==> config.mk <==
export PLATFORM = sky130hd
export DESIGN_NAME = location_scanner
export DESIGN_NICKNAME = d
export VERILOG_FILES = /design/src/rtl/location_scanner.sv
export SDC_FILE = /design/constraint.sdc
export NUM_CORES = 1
export LEC_CHECK = 0
export CAP_MARGIN = 30
export CORE_AREA = 2 2 166 168
export DETAILED_ROUTE_END_ITERATION = 12
export DIE_AREA = 0 0 168 170
export GPL_TIMING_DRIVEN = 0
export PLACE_DENSITY = 0.61
export RECOVER_POWER = 25
export SLEW_MARGIN = 10
export SYNTH_ARGS = -nofsm -noshare
export SYNTH_HDL_FRONTEND = slang
export SYNTH_SLANG_ARGS = --single-unit
==> constraint.sdc <==
create_clock -name clk -period 3.82 [get_ports clk]
set_input_delay 1.146 -clock clk [delete_from_list [all_inputs] [get_ports clk]]
set_output_delay 1.146 -clock clk [all_outputs]
set_load 0.1 [all_outputs]
==> src/rtl/location_scanner.sv <==
// location_scanner: multi-cycle snake hit detector, scans LANES body slots per clock.
// Answers head/body queries or head-vs-body self-collision and reports the lowest matching slot.
module location_scanner #(
    parameter int MAX_LENGTH = 50,
    parameter int COORD_W    = 8,
    parameter int LEN_W      = 7,
    parameter int LANES      = 4
) (
    input  logic                          clk,
    input  logic                          rst,
    input  logic                          start_i,
    input  logic                          mode_i,
    input  logic [COORD_W-1:0]            coordinate_i,
    input  logic [MAX_LENGTH*COORD_W-1:0] body_i,
    input  logic [LEN_W-1:0]              curr_length_i,
    output logic                          busy_o,
    output logic                          done_o,
    output logic                          snake_head_o,
    output logic                          snake_body_o,
    output logic [LEN_W-1:0]              hit_index_o
);
    localparam int IW = MAX_LENGTH > 1 ? $clog2(MAX_LENGTH) : 1;
    localparam logic [LEN_W:0]   LN   = (LEN_W+1)'(LANES);
    localparam logic [LEN_W:0]   ML   = (LEN_W+1)'(MAX_LENGTH);
    localparam logic [LEN_W-1:0] LAST = LEN_W'(MAX_LENGTH-1);

    typedef enum logic {IDLE, SCAN} state_t;

    state_t             state_q;
    logic [COORD_W-1:0] key_q;
    logic               mode_q;
    logic [LEN_W-1:0]   len_q;
    logic [LEN_W:0]     base_q;
    logic               busy_q, done_q, head_q, body_q;
    logic [LEN_W-1:0]   idx_q;
    logic               acc_head_q, acc_body_q, acc_head_d, acc_body_d;
    logic [LEN_W-1:0]   acc_idx_q, acc_idx_d;
    logic               first_b, last;
    logic [LEN_W-1:0]   first_i;
    logic [COORD_W-1:0] seg [MAX_LENGTH];
    logic [LANES-1:0]   lane_m;
    logic [LEN_W:0]     lane_s [LANES];

    for (genvar s = 0; s < MAX_LENGTH; s++) begin : g_seg
        assign seg[s] = body_i[s*COORD_W +: COORD_W];
    end

    // Slot 0 in self-collision mode is the key itself, so it never counts as a match.
    for (genvar l = 0; l < LANES; l++) begin : g_lane
        logic          valid;
        logic [IW-1:0] idx;
        assign lane_s[l] = base_q + (LEN_W+1)'(l);
        assign valid     = lane_s[l] <= {1'b0, len_q} && lane_s[l] < ML;
        assign idx       = valid ? lane_s[l][IW-1:0] : '0;
        assign lane_m[l] = valid && seg[idx] == key_q && !(mode_q && lane_s[l] == '0);
    end

    always_comb begin
        first_b = 1'b0;
        first_i = '0;
        for (int k = LANES-1; k >= 0; k--) begin
            if (lane_m[k] && lane_s[k] != '0) begin
                first_b = 1'b1;
                first_i = lane_s[k][LEN_W-1:0];
            end
        end
        acc_head_d = acc_head_q | (lane_m[0] && base_q == '0);
        acc_body_d = acc_body_q | first_b;
        acc_idx_d  = acc_body_q ? acc_idx_q : first_i;
        last       = base_q + LN > {1'b0, len_q};
    end

    // Results accumulate privately and are published only with done, so outputs read 0 mid-scan.
    always_ff @(posedge clk) begin
        if (rst) begin
            state_q    <= IDLE;
            key_q      <= '0;
            mode_q     <= 1'b0;
            len_q      <= '0;
            base_q     <= '0;
            busy_q     <= 1'b0;
            done_q     <= 1'b0;
            head_q     <= 1'b0;
            body_q     <= 1'b0;
            idx_q      <= '0;
            acc_head_q <= 1'b0;
            acc_body_q <= 1'b0;
            acc_idx_q  <= '0;
        end else if (state_q == IDLE) begin
            done_q <= 1'b0;
            if (start_i) begin
                state_q    <= SCAN;
                busy_q     <= 1'b1;
                key_q      <= mode_i ? seg[0] : coordinate_i;
                mode_q     <= mode_i;
                len_q      <= curr_length_i > LAST ? LAST : curr_length_i;
                base_q     <= '0;
                head_q     <= 1'b0;
                body_q     <= 1'b0;
                idx_q      <= '0;
                acc_head_q <= 1'b0;
                acc_body_q <= 1'b0;
                acc_idx_q  <= '0;
            end
        end else begin
            acc_head_q <= acc_head_d;
            acc_body_q <= acc_body_d;
            acc_idx_q  <= acc_idx_d;
            if (last) begin
                state_q <= IDLE;
                busy_q  <= 1'b0;
                done_q  <= 1'b1;
                head_q  <= acc_head_d;
                body_q  <= acc_body_d;
                idx_q   <= acc_idx_d;
            end else begin
                base_q <= base_q + LN;
            end
        end
    end

    assign busy_o       = busy_q;
    assign done_o       = done_q;
    assign snake_head_o = head_q;
    assign snake_body_o = body_q;
    assign hit_index_o  = idx_q;
endmodule

Word level (Yosys, flattened, before mapping)

Index checks and enable logic that the tools add are counted.

Bits of input ports: 419
Output and inout port bits: 11
Bits in registers: 45
Word-level logic and storage cells: 129

Reduce and logical (&&, ||, !) cells: 38
Mux-type cells: 47
Add/sub/neg operators: 4
Magnitude comparators: 14
Equal/unequal tests: 6
Bitwise logic cells: 7

Operator list:

| cell                | count |
|---|---|
| $bmux 8 s6          | 4 |
| $mux 8              | 12 |
| $mux 7              | 10 |
| $eq 8x8->1          | 4 |
| $le 8x7->1          | 4 |
| $logic_not 8->1     | 4 |
| $lt 8x6->1 const B  | 4 |
| $reduce_bool 8->1   | 4 |
| $ge 7x7->1 const B  | 4 |
| $not 6->7           | 4 |
| $mux 6              | 4 |
| $logic_and 1x1->1   | 21 |
| $mux 1              | 17 |
| $add 8x2->8 const B | 2 |
| $add 8x1->8 const B | 1 |
| $add 8x3->8 const B | 1 |
| $gt 8x7->1          | 1 |
| $gt 7x6->1 const B  | 1 |
| $reduce_and 2->1    | 3 |
| $logic_not 1->1     | 4 |
| $ne 2x1->1 const B  | 1 |
| $ne 2x2->1 const B  | 1 |
| $or 1x1->1          | 2 |
| $reduce_bool 2->1   | 1 |
| other kinds (2)     | 2 |

Longest topological paths before layout

Gate-level depths: netlist of the first run.

Word-level depth: 19
Mapped depth: 19
Gate-level depth less buffers: 13

Worst setup path after synthesis of the first run

OpenSTA, ideal clock, no wires.

Kind: register -> register
Start point: register base_q[4]
End point: register acc_idx_q[3]
Cell stages (with the launch flop): 20
Path slack: -329 ps
Data arrival time: 4,053 ps
Clock period less this slack: 4,149 ps
Setup time: 96 ps
Path buffers: 8
Cell sequence: dfxtp_1 -> buf_2 -> buf_2 -> buf_2 -> buf_2 -> buf_2 -> buf_1 -> clkbuf_1 -> ha_1 -> nand4b_1 -> nor4b_1 -> a22oi_1 -> a222oi_1 -> xnor2_1 -> o311ai_0 -> o21ai_0 -> o211ai_1 -> a21oi_2 -> buf_6 -> o41ai_2

Word-level cells in the longest chain between the ends: 18
Elaborated cells between the ends (all ways): 73
Those cells by class: 3 x add/sub; 8 x order compare; 4 x eq/ne; 22 x mux; 4 x bitwise; 32 x reduce/logical

RTL lines:

| element                                   | line | RTL |
|---|---|---|
| from (decl)                               | 33   | `logic [LEN_W:0] base_q;` |
| from (signal assigned)                    | 117  | `base_q <= base_q + LN;` |
| $add 8x2->8                               | 52   | `assign lane_s[l] = base_q + (LEN_W+1)'(l);` |
| $le 8x7->1 or $lt 8x6->1 (tied branches)  | 53   | `assign valid = lane_s[l] <= {1'b0, len_q} && lane_s[l] < ML;` |
| $logic_and 1x1->1                         | 53   |  |
| $mux 6                                    | 54   | `assign idx = valid ? lane_s[l][IW-1:0] : '0;` |
| $not 6->7 (not written as such)           | 55   | `assign lane_m[l] = valid && seg[idx] == key_q && !(mode_q && lane_s[l] == '0);` |
| $bmux 8 s6                                | 55   |  |
| $mux 8 (not written as such) (2 in a row) | 55   |  |
| $eq 8x8->1                                | 55   |  |
| $logic_and 1x1->1 (2 in a row)            | 55   |  |
| $logic_and 1x1->1                         | 62   | `if (lane_m[k] && lane_s[k] != '0) begin` |
| $mux 7 (3 in a row)                       | 62   |  |
| $mux 7 (*)                                | 62   |  |
| $mux 7 (*)                                | 69   | `acc_idx_d = acc_body_q ? acc_idx_q : first_i;` |
| $mux 7 (*)                                | 89   | `end else if (state_q == IDLE) begin` |
| to (signal assigned)                      | 108  | `acc_idx_q <= acc_idx_d;` |
| to (decl)                                 | 37   | `logic [LEN_W-1:0] acc_idx_q, acc_idx_d;` |

Every way passes the cells marked *; elsewhere a longest branch is shown, timed or not. The select of a mux whose other input is x is not followed.
A chain may end at the register's enable or synchronous reset.

Worst setup path in the final report of the first run

Start point: input port body_i[381]
End point: register acc_idx_q[3]

Word-level cells in the longest chain between the ends: 13
Elaborated cells between the ends (all ways): 34
Those cells by class: 4 x eq/ne; 18 x mux; 12 x reduce/logical

RTL lines:

| element                                   | line | RTL |
|---|---|---|
| from (decl)                               | 14   | `input logic [MAX_LENGTH*COORD_W-1:0] body_i,` |
| $bmux 8 s6                                | 55   |  |
| $mux 8 (not written as such) (2 in a row) | 55   |  |
| $eq 8x8->1                                | 55   |  |
| $logic_and 1x1->1 (2 in a row)            | 55   |  |
| $logic_and 1x1->1                         | 62   |  |
| $mux 7 (3 in a row)                       | 62   |  |
| $mux 7 (*)                                | 62   |  |
| $mux 7 (*)                                | 69   |  |
| $mux 7 (*)                                | 89   |  |

Marks and branches as above.

==> results of run 1 <==
[how the worst max path moves through the flow]
stage,slack (ns),cells past startpoint,endpoint
2_1_floorplan,0.002,19,acc_idx_q[3]$_SDFFE_PP0P_
3_3_place_gp,-1.28,16,hit_index_o[0]$_SDFFE_PP0P_
3_5_place_dp,-1.31,16,acc_idx_q[0]$_SDFFE_PP0P_
4_1_cts,-0.13,17,acc_idx_q[3]$_SDFFE_PP0P_
5_1_grt,-0.14,14,acc_idx_q[3]$_SDFFE_PP0P_
6_report,-0.09,12,acc_idx_q[3]$_SDFFE_PP0P_
[stage by stage]
step	instance area (µm²)	util, %
after global placement	11600	43.5
final	12900	48.4
after detailed placement	11600	43.5
after floorplan	6880	-
after global routing	12900	48.3
after CTS	12500	47.1
[sequential cells by signal (all words and copies together) (netlist names)]
register	count
acc_idx_q	7
state_q	1
base_q	6
key_q	8
acc_body_q	1
mode_q	1
snake_head_o	1
acc_head_q	1
done_o	1
busy_o	1
hit_index_o	7
len_q	7
snake_body_o	1
[layer usage]
metal | GRT usage, % | routed length, µm | vias up
met5 | 0 | 53 | -
met4 | 6.73 | 980 | 8
met3 | 4.84 | 3950 | 73
met2 | 54.9 | 23100 | 538
met1 | 38.3 | 17800 | 4644
li1 | - | - | 4099
[layout make-up]
| class | count | area (µm²) | area share (%) |
|---|---|---|---|
| Inverter | 21 | 85.1 | 0.660 |
| Sequential cell | 43 | 876 | 6.79 |
| Tap cell | 341 | 427 | 3.31 |
| Timing Repair Buffer | 492 | 4810 | 37.3 |
| Multi-Input combinational cell | 647 | 5890 | 45.7 |
| Antenna cell | 5 | 12.5 | 0.0971 |
| Clock buffer | 7 | 153 | 1.18 |
| Clock inverter | 1 | 7.51 | 0.0582 |
| Buffer | 73 | 632 | 4.90 |
[what timing repair did]
| item | CTS | global route |
|---|---|---|
| setup buffers | 50 | 13 |
| endpoints found under the hold margin | 0 | 0 |
| setup endpoints to repair | 26 | 22 |
| pin swaps | 35 | 20 |
| gates cloned | 1 | 0 |
| gates resized for setup | 121 | 68 |
[worst max-delay path: cells and delay by family]
kind / cells / cell delay [ns]
buffers and inverters: 2 / 0.59
AOI/OAI and AO/OA: 6 / 1.09
and+or+nand+nor: 3 / 0.73
muxes: 1 / 0.54
[cells by family after synthesis]
| logic type | Yosys count | share of synthesized area, % |
|---|---|---|
| AO/OA/AOI/OAI | 232 | 24.3 |
| XOR/XNOR | 25 | 3.20 |
| adder cells (fa/ha/maj) | 20 | 3.66 |
| buffers and inverters | 98 | 6.73 |
| flip-flops | 43 | 12.6 |
| multiplexers | 129 | 31.7 |
| AND/OR/NAND/NOR | 241 | 17.8 |
[cell usage after synthesis (all sizes together), types with 4 or more instances]
master,n,area [µm²]
nand2b,5,31.3
or2,4,25.0
dfxtp,43,861
nand2,76,285
mux2i,46,460
nand3,25,125
o22ai,10,62.6
a221o,7,70.1
nor4,5,46.3
clkbuf,33,124
nor3,16,85.1
a21o,9,67.6
o41ai,5,66.3
o32ai,4,35.0
o211ai,11,82.6
inv,20,75.1
a221oi,6,58.8
a22o,4,35.0
buf,44,258
a21oi,50,254
a211o,6,52.6
and3,6,37.5
xnor2,19,166
a31oi,8,50.1
nand4,6,37.5
a211oi,24,185
or3,10,62.6
nor2,49,191
a22oi,15,113
a31o,6,52.6
and2,8,50.1
mux2,14,158
o21ai,35,186
ha,20,250
mux4,69,1550
xor2,6,52.6
nor2b,11,68.8
[placed cells by master, fill, tap and decap left out, drive strengths merged, types with 5 or more instances in the layout]
cell and instances:
a31o 6, nor2b 11, diode 5, buf 107, and2 8, xor2 6
inv 19, and3 6, clkbuf 37, mux4 69, nand4 6, a21oi 50
xnor2 19, a22oi 15, ha 20, nor2 49, a221oi 6, a21o 9
nor4 5, a211oi 24, or3 10, o22ai 10, nand2b 5, a221o 7
a211o 6, dlymetal6s2s 13, nand3 25, clkdlybuf4s50 403, o211ai 11, o41ai 5
nor3 16, mux2 14, mux2i 46, a31oi 8, nand2 76, dlygate4sd2 9
o21ai 35, dfxtp 43
[power groups by stage]
stage	logic [µW]	registers [µW]	clock network (µW)
after floorplan	627	507	0
after global placement	1320	491	0
after detailed placement	1330	492	0
after CTS	1450	481	462
after global routing	1570	483	477
final	1490	482	458
==> results.yml, run 1 <==
power_and_ir_drop:
  p_sw_share_pct: 35.3
  p_per_area_mw_per_mm2: 189
  p_comb_share_pct: 61.4
  total_power_uw: 2430
  switchingPower_uw: 859
  power_frac_seq_pct: 19.8
  clock_power_share_pct: 18.8
  ir_drop_mv: 0.160
  p_leak_uw: 0.00482
  p_int_uw: 1580
global_route:
  overflow: 0
  first_global_vias: 9342
  grt_max_degree: 14
  grt_pass1_wl_um: 63100
  track_usage_pct: 30.5
  antenna_found_initial: 13
finish:
  drive_gt1_share_pct: 21.3
  fillers: 2557
  nets: 1722
  syn_to_final_growth_pct: 88.3
  fin_cells: 1630
route:
  wirelength_um: 46000
  drtPass1Iterations: 5
  routed_via_density: 5.74
  wl_per_cell_um: 28.2
  drc_errors: 0
  vias: 9362
  dr.first_iter.drc_count: 840
  ant_nets: 0
timing:
  fin_worst_skew_ns: 0.00897
  tightestPinTransition_ns: 0.978
  setup_viol: 4
  hold_viol_final: 0
  relSlewSlack_pct: 34.6
  slew_violations: 0
  setup_tns_ns: -0.245
  rsz0062_at_grt: "yes"
  period_share_pct: 102
  timing.hold.ws_ns: 0.450
  setup_ws_ns: -0.0947
  fmax_mhz: 255
  min_period_ns: 3.91
clock_network:
  clkTransAtPathRegs_ns: 0.07
  clkLatencyLatePin_ns: 0.29
  cts-root-buf: "clkbuf_16"
  ctsHoldBuffers: 0
  htreeDepth: 2
  cts_buffers: 5
  cts_buffer_depth: 2
  cts_tree: "built"
  cts_sinks: 43
critical_path:
  worstSetupPathType: "in -> reg"
  rr_worst_depth: 17
  worstSetupEndpointType: "register"
  cpPeakStageDelay_ns: 0.54
  r2r-start: "base_q[5]$_SDFFE_PP0P_"
  crit_chain: "clkdlybuf4s50_1 > mux4_2 > a211oi_2 > a211oi_1 > a21o_1 > nor4_2 > nand4b_1 > nor2b_2 > o211ai_1 > a21oi_4 > buf_6 > o41ai_2"
  critPathArrivalTime_ns: 4.11
  r2r_slack_ns: -0.07
  crit_slowest_cell: "mux4_2"
  cp-start-kind: "primary input"
  crit_start: "body_i[381]"
  cp_max_fo: 4
  r2r_end: "acc_idx_q[3]$_SDFFE_PP0P_"
  required_ns: 4.02
placed_design:
  dp_hpwl_um: 37700
  dpl_worst_slack_ns: -1.31
  dp_cells: 1557
  port_buffers: 428
  place_congestion: 0.932
synthesis:
  ys_seq_elements: 43
  syn_avg_cell_area_um2: 8.69
  yosys_warnings: 0
  synthFlopType: "dfxtp_1"
  synth.distinct_cells: 84
  synth_seq_area_share_pct: 12.6
  synth-edff-count: 0
  synth-async-reset-ratio_pct: 0
  syn_nets: 1227
  synth_cells: 788
  syn-cell-area_mm2: 0.00685
hold_path:
  holdPathStages: 2
  hp-class: "reg -> reg"
  min_from: "hit_index_o[2]$_SDFFE_PP0P_"
  holdPathEnd: "hit_index_o[2]$_SDFFE_PP0P_"
status:
  violations: "setup timing"
  status: "finished, violations left"
floorplan:
  rows: 60
  fp.dieW_um: 168
  io_pins: 430
  initial_utilization_pct: 25.7
  fp.dieH_um: 170
  die-area_mm2: 0.0286
  core_area_mm2: 0.0267
run:
  max_cap_viol_count: 0
Note: power is estimated with default switching activity, not from simulation.
==> inputs of run 2 (changes only) <==
- CELL_PAD_IN_SITES_DETAIL_PLACEMENT: unset -> 0
- CELL_PAD_IN_SITES_GLOBAL_PLACEMENT: unset -> 1
- CORE_AREA: 2 2 166 168 -> unset
- CORE_ASPECT_RATIO: unset -> 0.6
- CORE_MARGIN: unset -> 2
- CORE_UTILIZATION: unset -> 24
- DIE_AREA: 0 0 168 170 -> unset
- PLACE_DENSITY: 0.61 -> 0.79
- SLEW_MARGIN: 10 -> unset
==> run 2 against run 1 <==
  * The flow still finishes with violations (setup timing)
  * Cell count increased by 1.4%
  * First-iteration DRC count increased by 2.1%
  * Critical path type unchanged
  * Utilization decreased by 1.8 points
  * Register-to-register slack about the same
  * Wire length decreased by 1.6%
  * Critical endpoint unchanged
==> results.yml, run 2 (same netlist as run 1, synthesis figures left out) <==
route:
  dr.first_iter.drc_count: 858
  drc_errors: 0
  routed_via_density: 5.59
  wirelength_um: 45300
  ant_nets: 0
  vias: 9242
  wl_per_cell_um: 27.4
  drtPass1Iterations: 5
placed_design:
  port_buffers: 428
  dpl_worst_slack_ns: -1.39
  dp_hpwl_um: 36700
  place_congestion: 0.959
  dp_cells: 1584
critical_path:
  worstSetupPathType: "in -> reg"
  cp_max_fo: 5
  worstSetupEndpointType: "register"
  required_ns: 4.02
  cp-start-kind: "primary input"
  critPathArrivalTime_ns: 4.10
power_and_ir_drop:
  p_int_uw: 1560
  total_power_uw: 2450
  switchingPower_uw: 886
  p_leak_uw: 0.00484
  clock_power_share_pct: 18.0
  p_comb_share_pct: 62.4
  p_sw_share_pct: 36.2
  power_frac_seq_pct: 19.6
  ir_drop_mv: 0.149
  p_per_area_mw_per_mm2: 189
timing:
  hold_viol_final: 0
  setup_viol: 11
  min_period_ns: 3.90
  tightestPinTransition_ns: 0.988
  rsz0062_at_grt: "yes"
  period_share_pct: 102
  relSlewSlack_pct: 33.9
  slew_violations: 0
  fin_worst_skew_ns: 0.00273
  setup_ws_ns: -0.0824
  fmax_mhz: 256
  setup_tns_ns: -0.687
run:
  max_cap_viol_count: 0
global_route:
  antenna_found_initial: 4
  grt_pass1_wl_um: 63500
  first_global_vias: 9287
  overflow: 0
  track_usage_pct: 29.1
  grt_max_degree: 13
status:
  violations: "setup timing"
  status: "finished, violations left"
finish:
  regMostFlops: "key_q"
  fillers: 2709
  multiInputGateArea_mm2: 0.00592
  layout_common_cells: "clkdlybuf4s50_1, nand2_1, buf_4"
  drive_gt1_share_pct: 22.0
  largest_reg_flops: 8
  final_common_cell: "clkdlybuf4s50_1"
  final-seq-area_um2: 876
  nets: 1724
  syn_to_final_growth_pct: 89.4
  fin_cells: 1653
floorplan:
  rows: 47
  core_area_mm2: 0.0278
  die-area_mm2: 0.0299
  initial_utilization_pct: 24.6
  io_pins: 430
  fp.dieH_um: 135
  fp.dieW_um: 222
clock_network:
  clkLatencyLatePin_ns: 0.29
  cts_tree: "built"
  clkTransAtPathRegs_ns: 0.06
  cts-root-buf: "clkbuf_16"
  cts_sinks: 43
  cts_buffers: 5
  cts_buffer_depth: 2
  htreeDepth: 2
hold_path:
  hp-class: "reg -> reg"
## run 2: path summary, 6_finish.rpt
path,cells after the start,end,slack (ns),start
max,11,acc_idx_q[3]$_SDFFE_PP0P_,-0.08,body_i[332]
min,2,len_q[3]$_SDFFE_PP0P_,0.45,len_q[3]$_SDFFE_PP0P_
max reg2reg,14,acc_idx_q[3]$_SDFFE_PP0P_,-0.07,base_q[6]$_SDFFE_PP0P_
min reg2reg,2,len_q[3]$_SDFFE_PP0P_,0.45,len_q[3]$_SDFFE_PP0P_
## run 2: worst max-delay path: stages
cell	delay (ns)
clkdlybuf4s50_1	0.40
mux4_2	0.53
and2_1	0.19
a222oi_1	0.42
xnor2_1	0.17
o311ai_1	0.36
o21ai_2	0.14
o211ai_1	0.33
a21oi_4	0.07
buf_6	0.16
o41ai_4	0.19
## run 2: what timing repair did
item | in CTS | in global routing
setup buffers | 48 | 20
endpoints found under the hold margin | 0 | 0
pin swaps | 22 | 33
resized for setup | 129 | 70
hold buffers | 0 | 0
endpoints found under the setup margin | 26 | 22
gates cloned | 1 | 0
## run 2: per-layer routing
layer / global-route usage, % / part of all wire (%)
met1: 39.1 / 44
met3: 8.83 / 9.6
met5: 0 / 0.091
met4: 6.23 / 2.0
met2: 46.2 / 45
## run 2: per-stage QoR
stage / utilization, % / hold WS [ns] / cell area [µm²]
CTS: 45.4 / 0.449 / 12600
detailed placement: 41.8 / 0.435 / 11600
global route: 46.6 / 0.467 / 13000
finish: 46.6 / 0.455 / 13000
global placement: 41.8 / 0.436 / 11600
floorplan: - / 0.420 / 6880
## run 2: cell type report
| cell class | instances | share of cell area (%) |
|---|---|---|
| multi-input cells | 647 | 45.7 |
| repair buffers | 495 | 37.3 |
| flip-flops and latches | 43 | 6.76 |
| plain buffers | 72 | 4.94 |
| well taps | 367 | 3.54 |
| clock buffers | 6 | 1.07 |
| inverters | 21 | 0.666 |
| clock inverters | 1 | 0.0386 |
| diodes | 1 | 0.0193 |
## run 2: power groups by stage
stage                     Combinational, µW  Sequential [µW]  Clock [µW]
final                                  1530              480         439
after global routing                   1610              481         458
after CTS                              1460              479         439
after detailed placement               1340              490           0
after global placement                 1330              490           0
after floorplan                         627              507           0
